--- config.mk ---
export PLATFORM = sky130hd
export DESIGN_NAME = regfile_scheduler
export DESIGN_NICKNAME = d
export VERILOG_FILES = /design/src/rtl/regfile_scheduler.sv
export SDC_FILE = /design/constraint.sdc
export NUM_CORES = 1
export LEC_CHECK = 0
export CAP_MARGIN = 5
export CORE_ASPECT_RATIO = 0.7
export CORE_MARGIN = 2
export CORE_UTILIZATION = 40
export DETAILED_ROUTE_END_ITERATION = 16
export GPL_TIMING_DRIVEN = 0
export PLACE_DENSITY = 0.79
export SKIP_LAST_GASP = 1
export SLEW_MARGIN = 15
export SYNTH_ARGS = -nofsm -noshare
export SYNTH_HDL_FRONTEND = slang
export SYNTH_SLANG_ARGS = --single-unit
export TNS_END_PERCENT = 1
--- constraint.sdc ---
create_clock -name clock -period 2.54 [get_ports clock]
set_clock_uncertainty 0.15 [all_clocks]
set_input_delay 0.254 -clock clock [delete_from_list [all_inputs] [get_ports clock]]
set_output_delay 0.254 -clock clock [all_outputs]
set_load 0.1 [all_outputs]
--- src/rtl/regfile_scheduler.sv ---
// regfile_scheduler: register-file scoreboard, RAW/WAW issue stall and ALU/memory write-port round-robin arbiter
module regfile_scheduler #(
    parameter int DataSize = 32,
    parameter int AddrSize = 5,
    parameter int RegNum   = 32
) (
    input  logic                clock,
    input  logic                reset,
    input  logic                freeze,
    input  logic                issue_valid,
    input  logic [2:0]          issue_src_mask,
    input  logic [AddrSize-1:0] issue_ra_addr,
    input  logic [AddrSize-1:0] issue_rb_addr,
    input  logic [AddrSize-1:0] issue_rt_addr,
    input  logic                issue_dst_valid,
    input  logic [AddrSize-1:0] issue_dst_addr,
    output logic                issue_ready,
    output logic                enable_reg_fetch,
    input  logic                alu_wb_valid,
    input  logic [AddrSize-1:0] alu_wb_addr,
    input  logic [DataSize-1:0] alu_wb_data,
    output logic                alu_wb_ready,
    input  logic                mem_wb_valid,
    input  logic [AddrSize-1:0] mem_wb_addr,
    input  logic [DataSize-1:0] mem_wb_data,
    output logic                mem_wb_ready,
    output logic                enable_reg_write,
    output logic                do_reg_write,
    output logic [AddrSize-1:0] write_reg_addr,
    output logic [DataSize-1:0] write_reg_data,
    output logic [RegNum-1:0]   busy_vector
);
    logic [RegNum-1:0]   busy_q, busy_d;
    logic                do_wr_q, do_wr_d, held_q, held_d, last_q, last_d;
    logic [AddrSize-1:0] waddr_q, waddr_d;
    logic [DataSize-1:0] wdata_q, wdata_d;
    logic                hazard, allow, alu_g, mem_g, commit;

    always_comb begin
        hazard = (issue_src_mask[0] && busy_q[issue_ra_addr]) ||
                 (issue_src_mask[1] && busy_q[issue_rb_addr]) ||
                 (issue_src_mask[2] && busy_q[issue_rt_addr]) ||
                 (issue_dst_valid && busy_q[issue_dst_addr]);
        issue_ready = !hazard && !freeze;
        enable_reg_fetch = issue_valid && issue_ready;
        enable_reg_write = !freeze;
        commit = !freeze && do_wr_q;
        // held_q marks a write that sat through a freeze; its release cycle only commits
        allow = !freeze && !held_q;
        alu_g = allow && alu_wb_valid && (!mem_wb_valid || last_q);
        mem_g = allow && mem_wb_valid && (!alu_wb_valid || !last_q);
        alu_wb_ready = alu_g;
        mem_wb_ready = mem_g;
        last_d = mem_g ? 1'b1 : alu_g ? 1'b0 : last_q;
        held_d = freeze && do_wr_q;
        do_wr_d = freeze ? do_wr_q : (alu_g || mem_g);
        waddr_d = mem_g ? mem_wb_addr : alu_g ? alu_wb_addr : waddr_q;
        wdata_d = mem_g ? mem_wb_data : alu_g ? alu_wb_data : wdata_q;
        busy_d = busy_q;
        if (commit) busy_d[waddr_q] = 1'b0;
        if (enable_reg_fetch && issue_dst_valid) busy_d[issue_dst_addr] = 1'b1;
    end

    always_ff @(posedge clock or negedge reset) begin
        if (!reset) begin
            busy_q  <= '0;
            do_wr_q <= 1'b0;
            held_q  <= 1'b0;
            last_q  <= 1'b0;
            waddr_q <= '0;
            wdata_q <= '0;
        end else begin
            busy_q  <= busy_d;
            do_wr_q <= do_wr_d;
            held_q  <= held_d;
            last_q  <= last_d;
            waddr_q <= waddr_d;
            wdata_q <= wdata_d;
        end
    end

    assign do_reg_write   = do_wr_q;
    assign write_reg_addr = waddr_q;
    assign write_reg_data = wdata_q;
    assign busy_vector    = busy_q;
endmodule

---- Word-level counts from Yosys, hierarchy flattened ----
Index checks and enable logic that the tools add are counted.
operators by class
  add/sub/neg operators ................... 0
  multiply operators ...................... 0
  divide/modulo/power cells ............... 0
  order comparisons ....................... 7
  equality and inequality tests ........... 0
  shifts and indexed selects .............. 0
  muxes and demuxes ....................... 20
  bitwise operators ....................... 3
  reduce and logical (&&, ||, !) cells .... 29
operators with widths
  operator                                                            number
  two-way mux 32 bit                                                  4
  bitwise AND 32 bit                                                  1
  inverter 32 bit                                                     1
  OR 32 bit                                                           1
  less-than comparator 5 x 6 -> 1 bit (second input constant)         5
  binary-select mux 1 bit (select 5 bit)                              4
  logical AND 1 bit                                                   16
  demux 1 bit (select 5 bit)                                          2
  greater-or-equal comparator 5 x 1 -> 1 bit (second input constant)  2
  two-way mux 5 bit                                                   2
  two-way mux 1 bit                                                   8
  logical NOT 1 bit                                                   6
  logical OR 1 bit                                                    6
  nonzero test 2 bit                                                  1
word-level totals
  register bits ........................... 72
  bits in latches ......................... 0
  bits in writable memories ............... 0
  bits in read-only memories .............. 0
  bits of input ports ..................... 104
  output and inout bits ................... 75
  word-level logic and storage cells ...... 65
  memories ................................ 0

---- Logic depth before layout (Yosys ltp) ----
Gate-level depths: netlist of the first run.
  depth after elaboration ................. 11
  depth in mapped cells ................... 9
  depth with buffers taken out ............ 6

---- Worst setup path after synthesis of the first run ----
Ideal clock, no wire load.
  path kind ............................... register to output
  start ................................... register busy_q[13] (netlist: busy_vector[13])
  end ..................................... output enable_reg_fetch
  arrival time ............................ 3.694 ns
  required time ........................... 2.136 ns
  setup slack ............................. -1.558 ns
  stages on the path, launching flop included .. 7
  path buffers ............................ 1
  cell sequence ........................... dfrtp_1 mux4_1 mux4_2 o221ai_2 nand4_4 buf_6 nor2_1
on the way
  cells in the longest elaborated chain, start to end .. 9
  elaborated cells on any way between the ends .. 18
  those cells by class .................... mux (8); reduce/logical (10)
RTL lines
  what                                                       RTL line  text
  start: declaration                                         33        logic [RegNum-1:0] busy_q, busy_d;
  start signal: assignment                                   73        busy_q <= busy_d;
  binary-select mux 1 bit (select 5 bit) (on tied branches)  40, 41
  two-way mux 1 bit (on tied branches)                       40, 41
  logical AND 1 bit (on tied branches)                       40, 41
  logical OR 1 bit                                           40        hazard = (issue_src_mask[0] && busy_q[issue_ra_addr]) ||
  logical OR 1 bit                                           41        (issue_src_mask[1] && busy_q[issue_rb_addr]) ||
  logical OR 1 bit *                                         42        (issue_src_mask[2] && busy_q[issue_rt_addr]) ||
  logical NOT 1 bit *                                        44        issue_ready = !hazard && !freeze;
  logical AND 1 bit *                                        44
  logical AND 1 bit *                                        45        enable_reg_fetch = issue_valid && issue_ready;
  end: declaration                                           18        output logic enable_reg_fetch,
Every way passes the cells marked *; elsewhere a longest branch is shown, timed or not. The select of a mux whose other input is x is not followed.

---- Worst setup path after layout of the first run ----
  start ................................... register busy_q[14] (netlist: busy_vector[14])
  end ..................................... output enable_reg_fetch
The elaborated chain is that of the path after synthesis.

==> metrics.cfg, run 1 <==
[place]
place_ws_ns=-1.52
routabilityCongestion=0.915
port_buffers=169
dp_hpwl_microns=12100

[routing]
drtAntennaViolNets=0
wl_microns=16500
vias=4946
via_per_inst=5.83
drt_iter0_markers=310
drc=0
first_pass_iters=4
wire_per_inst_microns=19.4

[synth]
synth_nets=602
yosysMostFrequentCell=nand2_1
synth_edf_count=0
synth.area.top_cells=dfrtp_1 39%, nand2_1 9.0%, mux4_2 6.3%, mux4_1 6.3%, a31oi_1 5.0%
ys.flop_type=dfrtp_1
async_flop_share_pct=100
ys_seq_elements=72
synth_common_cells=111 x nand2_1, 72 x dfrtp_1, 48 x nor2_1, 39 x o21ai_0, 37 x a31oi_1
syn_area_sq_um=4620
yosys_warnings=0
synth.avg_cell_area_sq_um=9.28
netlist_instances=498
synth_top_cell_area_share_pct=39.0
synth.distinct_cells=42
yosysSeqAreaShare_pct=39.0
yosysTopAreaCell=dfrtp_1

[global_route]
grt_max_degree=44
use_met1_pct=35.1
grt-busiest-layer=met2
antenna_found_initial=0
grt_pass1_wl_microns=26400
grtUsageTotal_pct=27.1
grt_overflow_total=0
met2_usage_pct=43.3
grt_pass1_vias=4957
met3_usage_pct=9.17

[finish]
syn_to_final_growth_pct=52.8
fillers=888
finalNetCount=795
diodes=0
drive_above_1_share_pct=18.7

[floorplan]
placementRows=32
die_y_microns=93.9
die_area_sq_um=12400
core_area_sq_um=11100
pin_count=179
fp.dieW_microns=132
start_util_pct=41.5

[worst_setup_path]
critPathKind=register to output pin
crit_required_ns=2.14
cp_max_fo=5
cp.arrival_ns=2.69
critPathLaunchType=register
worstSetupEndpointType=output pin

[pwr]
p_leak_nw=2.79
p_int_mw=3.44
p_sw_mw=3.68
powerDensity_nw_per_um2=1010
seqPwrFrac_pct=24.9
clockPowerShare_pct=19.9
sw_frac_of_total_pct=51.7
vdd.ir_drop.worst_mv=0.875
p_comb_share_pct=55.2

[cts]
clock_latency_ns=0.34
h-tree-depth=3
path_clk_slew_ns=0.06
tritoncts=yes
cts.path.max_buffers=2
cts_sinks=72
cts_root_buffer=clkbuf_16
cts_buffers=9

[sta]
min_period_over_period_pct=122
period_needed_ns=3.10
setup_viol=36
rsz0062_at_grt=yes
hold_viol=0
max_freq_mhz=323
report.final.slew_viol_count=0
worstMarginPinSlew_ns=1.08
fin_tns_setup_ns=-7.76
finalWorstSetupSlack_ns=-0.556
slew_headroom_pct=27.8

[outcome]
outcome=finished, violations left
violations=negative setup slack

[worst_hold_path]
hold_path_class=input pin to asynchronous set/reset pin

[run]
max_cap_violations=0

## cell families after synthesis
| kind of cell | after synthesis | share of synthesized area (%) |
|---|---|---|
| compound gates | 122 | 17.8 |
| buf+inv | 49 | 4.98 |
| flops | 72 | 39.0 |
| mux | 50 | 18.4 |
| simple gates | 205 | 19.9 |
## flip-flops by register name, summed over array words and instances (netlist names)
register        count
held_q              1
busy_vector        32
write_reg_addr      5
write_reg_data     32
last_q              1
do_reg_write        1
## layout by cell type (no fill, tap or decap), types with 3 or more instances in the layout
cell type,count
clkbuf_1,26
nand2b_1,3
dfrtp_4,16
buf_4,12
a31oi_1,37
or3_1,4
mux4_2,19
buf_1,8
dfrtp_2,14
dfrtp_1,42
o22ai_1,6
nor3b_1,6
inv_1,8
mux2i_1,21
clkbuf_16,9
buf_6,6
nand3b_1,5
nand2_1,111
clkdlybuf4s50_1,165
o21ai_0,39
mux2_2,5
o21ai_1,5
mux4_1,5
nor2_1,47
o21ai_2,23
buf_12,3
nand3_1,9
or3b_2,5
## path summary, 6_finish.rpt
check | start | to | slack [ns] | depth (start not counted)
max in group asynchronous | reset | busy_vector[8]$_DFF_PN0_ | 1.41 | 3
min reg2reg | last_q$_DFFE_PN0P_ | last_q$_DFFE_PN0P_ | 0.37 | 2
min | reset | write_reg_data[8]$_DFFE_PN0P_ | 0.23 | 2
min in group clock | alu_wb_data[28] | write_reg_data[28]$_DFFE_PN0P_ | 0.32 | 3
max | busy_vector[14]$_DFF_PN0_ | enable_reg_fetch | -0.56 | 8
max reg2reg | busy_vector[14]$_DFF_PN0_ | busy_vector[22]$_DFF_PN0_ | -0.29 | 8
## what timing repair did
action / 4_1_cts / 5_1_grt
resized for setup: 21 / 2
endpoints found under the hold margin: 29 / 0
hold buffers: 1 / 0
endpoints found under the setup margin: 35 / 37
pin swaps: 3 / 0
buffers inserted: 11 / 0
## through the flow
stage / hold WS (ns) / area [sq um] / cells / utilization (%) / total power [mW]
after floorplan: -0.192 / 4690 / 498 / - / 4.53
after global placement: 0.351 / 6570 / 820 / 59.1 / 5.57
after detailed placement: 0.0640 / 6590 / 821 / 59.2 / 5.63
after CTS: 0.244 / 7060 / 849 / 63.4 / 7.11
after global routing: 0.273 / 7060 / 849 / 63.4 / 7.35
final: 0.228 / 7060 / 849 / 63.4 / 7.12
## power groups by stage
stage | clock [mW] | sequential (mW) | combinational [mW]
floorplan | 0 | 3.73 | 0.806
global placement | 0 | 1.78 | 3.79
detailed placement | 0 | 1.79 | 3.84
CTS | 1.42 | 1.76 | 3.93
global route | 1.48 | 1.80 | 4.07
finish | 1.42 | 1.77 | 3.93
## critical path, cell delays in order (launching register included)
cell and delay [ns]:
dfrtp_4 0.52, mux4_2 0.47, mux2_2 0.30, or3_4 0.34, o311ai_4 0.09, nand4_4 0.18, buf_12 0.18, nor2_4 0.09
buf_12 0.18
## cell type report
class | instances | area, sq um | area share, %
inverter | 9 | 37.5 | 0.532
sequential | 72 | 1880 | 26.6
clock inverter | 4 | 76.3 | 1.08
buffer | 40 | 205 | 2.91
tap | 153 | 191 | 2.71
timing repair buffer | 182 | 1810 | 25.6
clock buffer | 12 | 256 | 3.63
multi-input combinational | 377 | 2610 | 36.9
## per-layer routing
metal,routed length (microns),part of all wire [%],vias to the layer above
met3,2260,14,34
met4,352,2.1,0
met5,0,0,-
met2,7430,45,349
met1,6410,39,2376
li1,-,-,2187
(Power assumes the default switching activity.)
==> run 2: changes to the inputs <==
--- a/config.mk
+++ b/config.mk
@@ -8,11 +8,11 @@
 export CAP_MARGIN = 5
 export CORE_ASPECT_RATIO = 0.7
 export CORE_MARGIN = 2
-export CORE_UTILIZATION = 40
+export CORE_UTILIZATION = 41
+export CTS_BUF_LIST = sky130_fd_sc_hd__clkbuf_2 sky130_fd_sc_hd__clkbuf_4 sky130_fd_sc_hd__clkbuf_8
 export DETAILED_ROUTE_END_ITERATION = 16
 export GPL_TIMING_DRIVEN = 0
-export PLACE_DENSITY = 0.79
-export SKIP_LAST_GASP = 1
+export PLACE_DENSITY = 0.81
 export SLEW_MARGIN = 15
 export SYNTH_ARGS = -nofsm -noshare
 export SYNTH_HDL_FRONTEND = slang
==> run 2 against run 1 <==
Effect of this change: the flow still finishes with violations (negative setup slack); non-clock buffer count decreased by 1; worst setup slack worse by 0.053 ns; clock power is 18% lower; die area fell by 2.4%; register-to-register slack hardly changed; hold slack worse by 0.026 ns; flip-flop and latch count unchanged; critical path type unchanged; final cell count decreased by 0.12%; global-route usage increased by 0.32 points; via count fell by 1.2%; sequential share of layout area rose by 0.31 points; combinational power barely moved; largest cell class unchanged.
==> metrics.cfg, run 2 (synthesized netlist as in run 1, its figures left out) <==
[finish]
drive_above_1_share_pct=18.8  ; +0.17 points
syn_to_final_growth_pct=51.0
finalNetCount=794  ; -0.13%
layout_common_cells=163 x clkdlybuf4s50_1, 111 x nand2_1, 47 x nor2_1
fin_cells=848  ; -0.12%
final_util_pct=63.4  ; about the same
final_common_cell=clkdlybuf4s50_1
diodes=0  ; unchanged

[cts]
tritoncts=yes
cts_root_buffer=clkbuf_8
path_clk_slew_ns=0.08  ; +0.02 ns
cts_sinks=72  ; unchanged
h-tree-depth=3  ; unchanged
clock_latency_ns=0.36  ; +0.02 ns
cts_buffers=9  ; unchanged
cts.path.max_buffers=2  ; unchanged

[worst_setup_path]
cp_max_fo=6  ; +1
worstSetupEndpointType=output pin
cp-startpoint=busy_vector[12]$_DFF_PN0_
crit_family=multiplexers
cp_num_buf_inv=2  ; unchanged
critPathLaunchType=register
critPathKind=register to output pin
slowest_stage=dfrtp_4
worstPathCellList=mux4_2 > mux2_4 > or3_4 > o311ai_4 > nand4_4 > buf_12 > nor2_4 > buf_12
worst_path_most_repeated_cell=buf_12
crit_required_ns=2.14  ; about the same
reg2reg_from=busy_vector[12]$_DFF_PN0_
cp.arrival_ns=2.75  ; +0.06 ns
slowest_delay_ns=0.53  ; about the same

[pwr]
powerDensity_nw_per_um2=981  ; -2.7%
vdd.ir_drop.worst_mv=0.957  ; +9.3%
p_total_mw=6.85  ; -3.8%
p_leak_nw=2.76  ; -1.2%

[floorplan]
start_util_pct=42.0  ; +0.45 points
core_area_sq_um=11000  ; -1.1%
placementRows=32  ; unchanged
die_area_sq_um=12100  ; -2.4%
pin_count=179  ; unchanged
die_y_microns=92.8  ; -1.2%
fp.dieW_microns=131  ; -1.2%

[run]
max_cap_violations=0  ; unchanged

[sta]
setup_viol=34  ; -5.6%
max_freq_mhz=318  ; -1.7%
min_period_over_period_pct=124  ; +2.1 points
slew_headroom_pct=18.6  ; -9.2 points
worstMarginPinSlew_ns=1.21  ; +0.131 ns
rsz0062_at_grt=yes
whs_ns=0.202  ; -0.0263 ns
hold_viol=0  ; unchanged
finalWorstSetupSlack_ns=-0.609  ; -0.0535 ns
report.final.slew_viol_count=0  ; unchanged
period_needed_ns=3.15  ; +0.0535 ns
fin_tns_setup_ns=-8.23  ; -0.470 ns

[global_route]
grt_pass1_wl_microns=25600  ; -2.7%
grt_overflow_total=0  ; unchanged
met2_usage_pct=44.8  ; +1.5 points
grt_max_degree=44  ; unchanged
grtUsageTotal_pct=27.4  ; +0.32 points
grt-busiest-layer=met2
met3_usage_pct=7.80  ; -1.4 points
use_met1_pct=35.2  ; about the same
antenna_found_initial=0  ; unchanged
grt_pass1_vias=5070  ; +2.3%

[outcome]
outcome=finished, violations left
violations=negative setup slack

[place]
port_buffers=169  ; unchanged
dp_hpwl_microns=12100  ; about the same
routabilityCongestion=0.958  ; +4.8%
dp.cells=821  ; unchanged

[routing]
drc=0  ; unchanged
first_pass_iters=4  ; unchanged
vias=4889  ; -1.2%
wire_per_inst_microns=19.2  ; -0.91%
wl_microns=16300  ; -1.0%
via_per_inst=5.77  ; -1.0%
drtAntennaViolNets=0  ; unchanged
drt_iter0_markers=253  ; -18%

[worst_hold_path]
hold_path_class=input pin to asynchronous set/reset pin

run 2: cell count changes in the layout (fill, tap and decap cells not counted), sizes merged:
cell and delta:
dlygate4sd2 +1, inv +1, bufinv +1, clkdlybuf4s15 +1, clkdlybuf4s50 -2, clkbuf -3
run 2: worst register-to-register path, stage by stage (launching register included):
cell      delay, ns
dfrtp_4        0.53
mux4_2         0.47
mux2_4         0.31
or3_4          0.35
o311ai_4       0.09
nand4_4        0.19
buf_4          0.18
buf_4          0.17
buf_8          0.16
o21ai_2        0.16
run 2: layout make-up:
class | count | area, sq um
clock buffer | 10 | 138
multi-input combinational | 377 | 2600
clock inverter | 6 | 115
buffer | 40 | 209
timing repair buffer | 181 | 1810
tap | 153 | 191
fill | 870 | 4030
inverter | 9 | 37.5
sequential | 72 | 1880
run 2: repair_timing:
item	CTS	global route
pin swaps	3	1
resized for setup	32	4
endpoints found under the setup margin	35	35
endpoints found under the hold margin	29	0
setup buffers	9	1
hold buffers	1	0
run 2: layer usage:
metal	vias up	wire length, microns
li1	2182	-
met1	2369	6550
met2	306	7660
met3	32	1720
met4	0	357
met5	-	0
run 2: metrics by stage:
step	setup WS (ns)	area, sq um
2_1_floorplan	-0.564	4690
3_3_place_gp	-1.85	6570
3_5_place_dp	-1.54	6590
4_1_cts	-0.578	6960
5_1_grt	-0.650	6980
6_report	-0.609	6980
run 2: worst paths after layout:
path / cells after the start / slack [ns] / to
worst min register to register: 2 / 0.38 / last_q$_DFFE_PN0P_
max in group asynchronous: 3 / 1.44 / busy_vector[11]$_DFF_PN0_
worst max register to register: 9 / -0.29 / busy_vector[1]$_DFF_PN0_
worst max-delay path: 8 / -0.61 / enable_reg_fetch
min in group clock: 3 / 0.29 / write_reg_data[19]$_DFFE_PN0P_
worst min-delay path: 2 / 0.20 / write_reg_data[10]$_DFFE_PN0P_
run 2: power by group:
| part | internal (mW) | switching (mW) | total, mW |
|---|---|---|---|
| logic | 1.06 | 2.86 | 3.92 |
| registers | 1.46 | 0.295 | 1.76 |
| clock network | 0.685 | 0.482 | 1.17 |
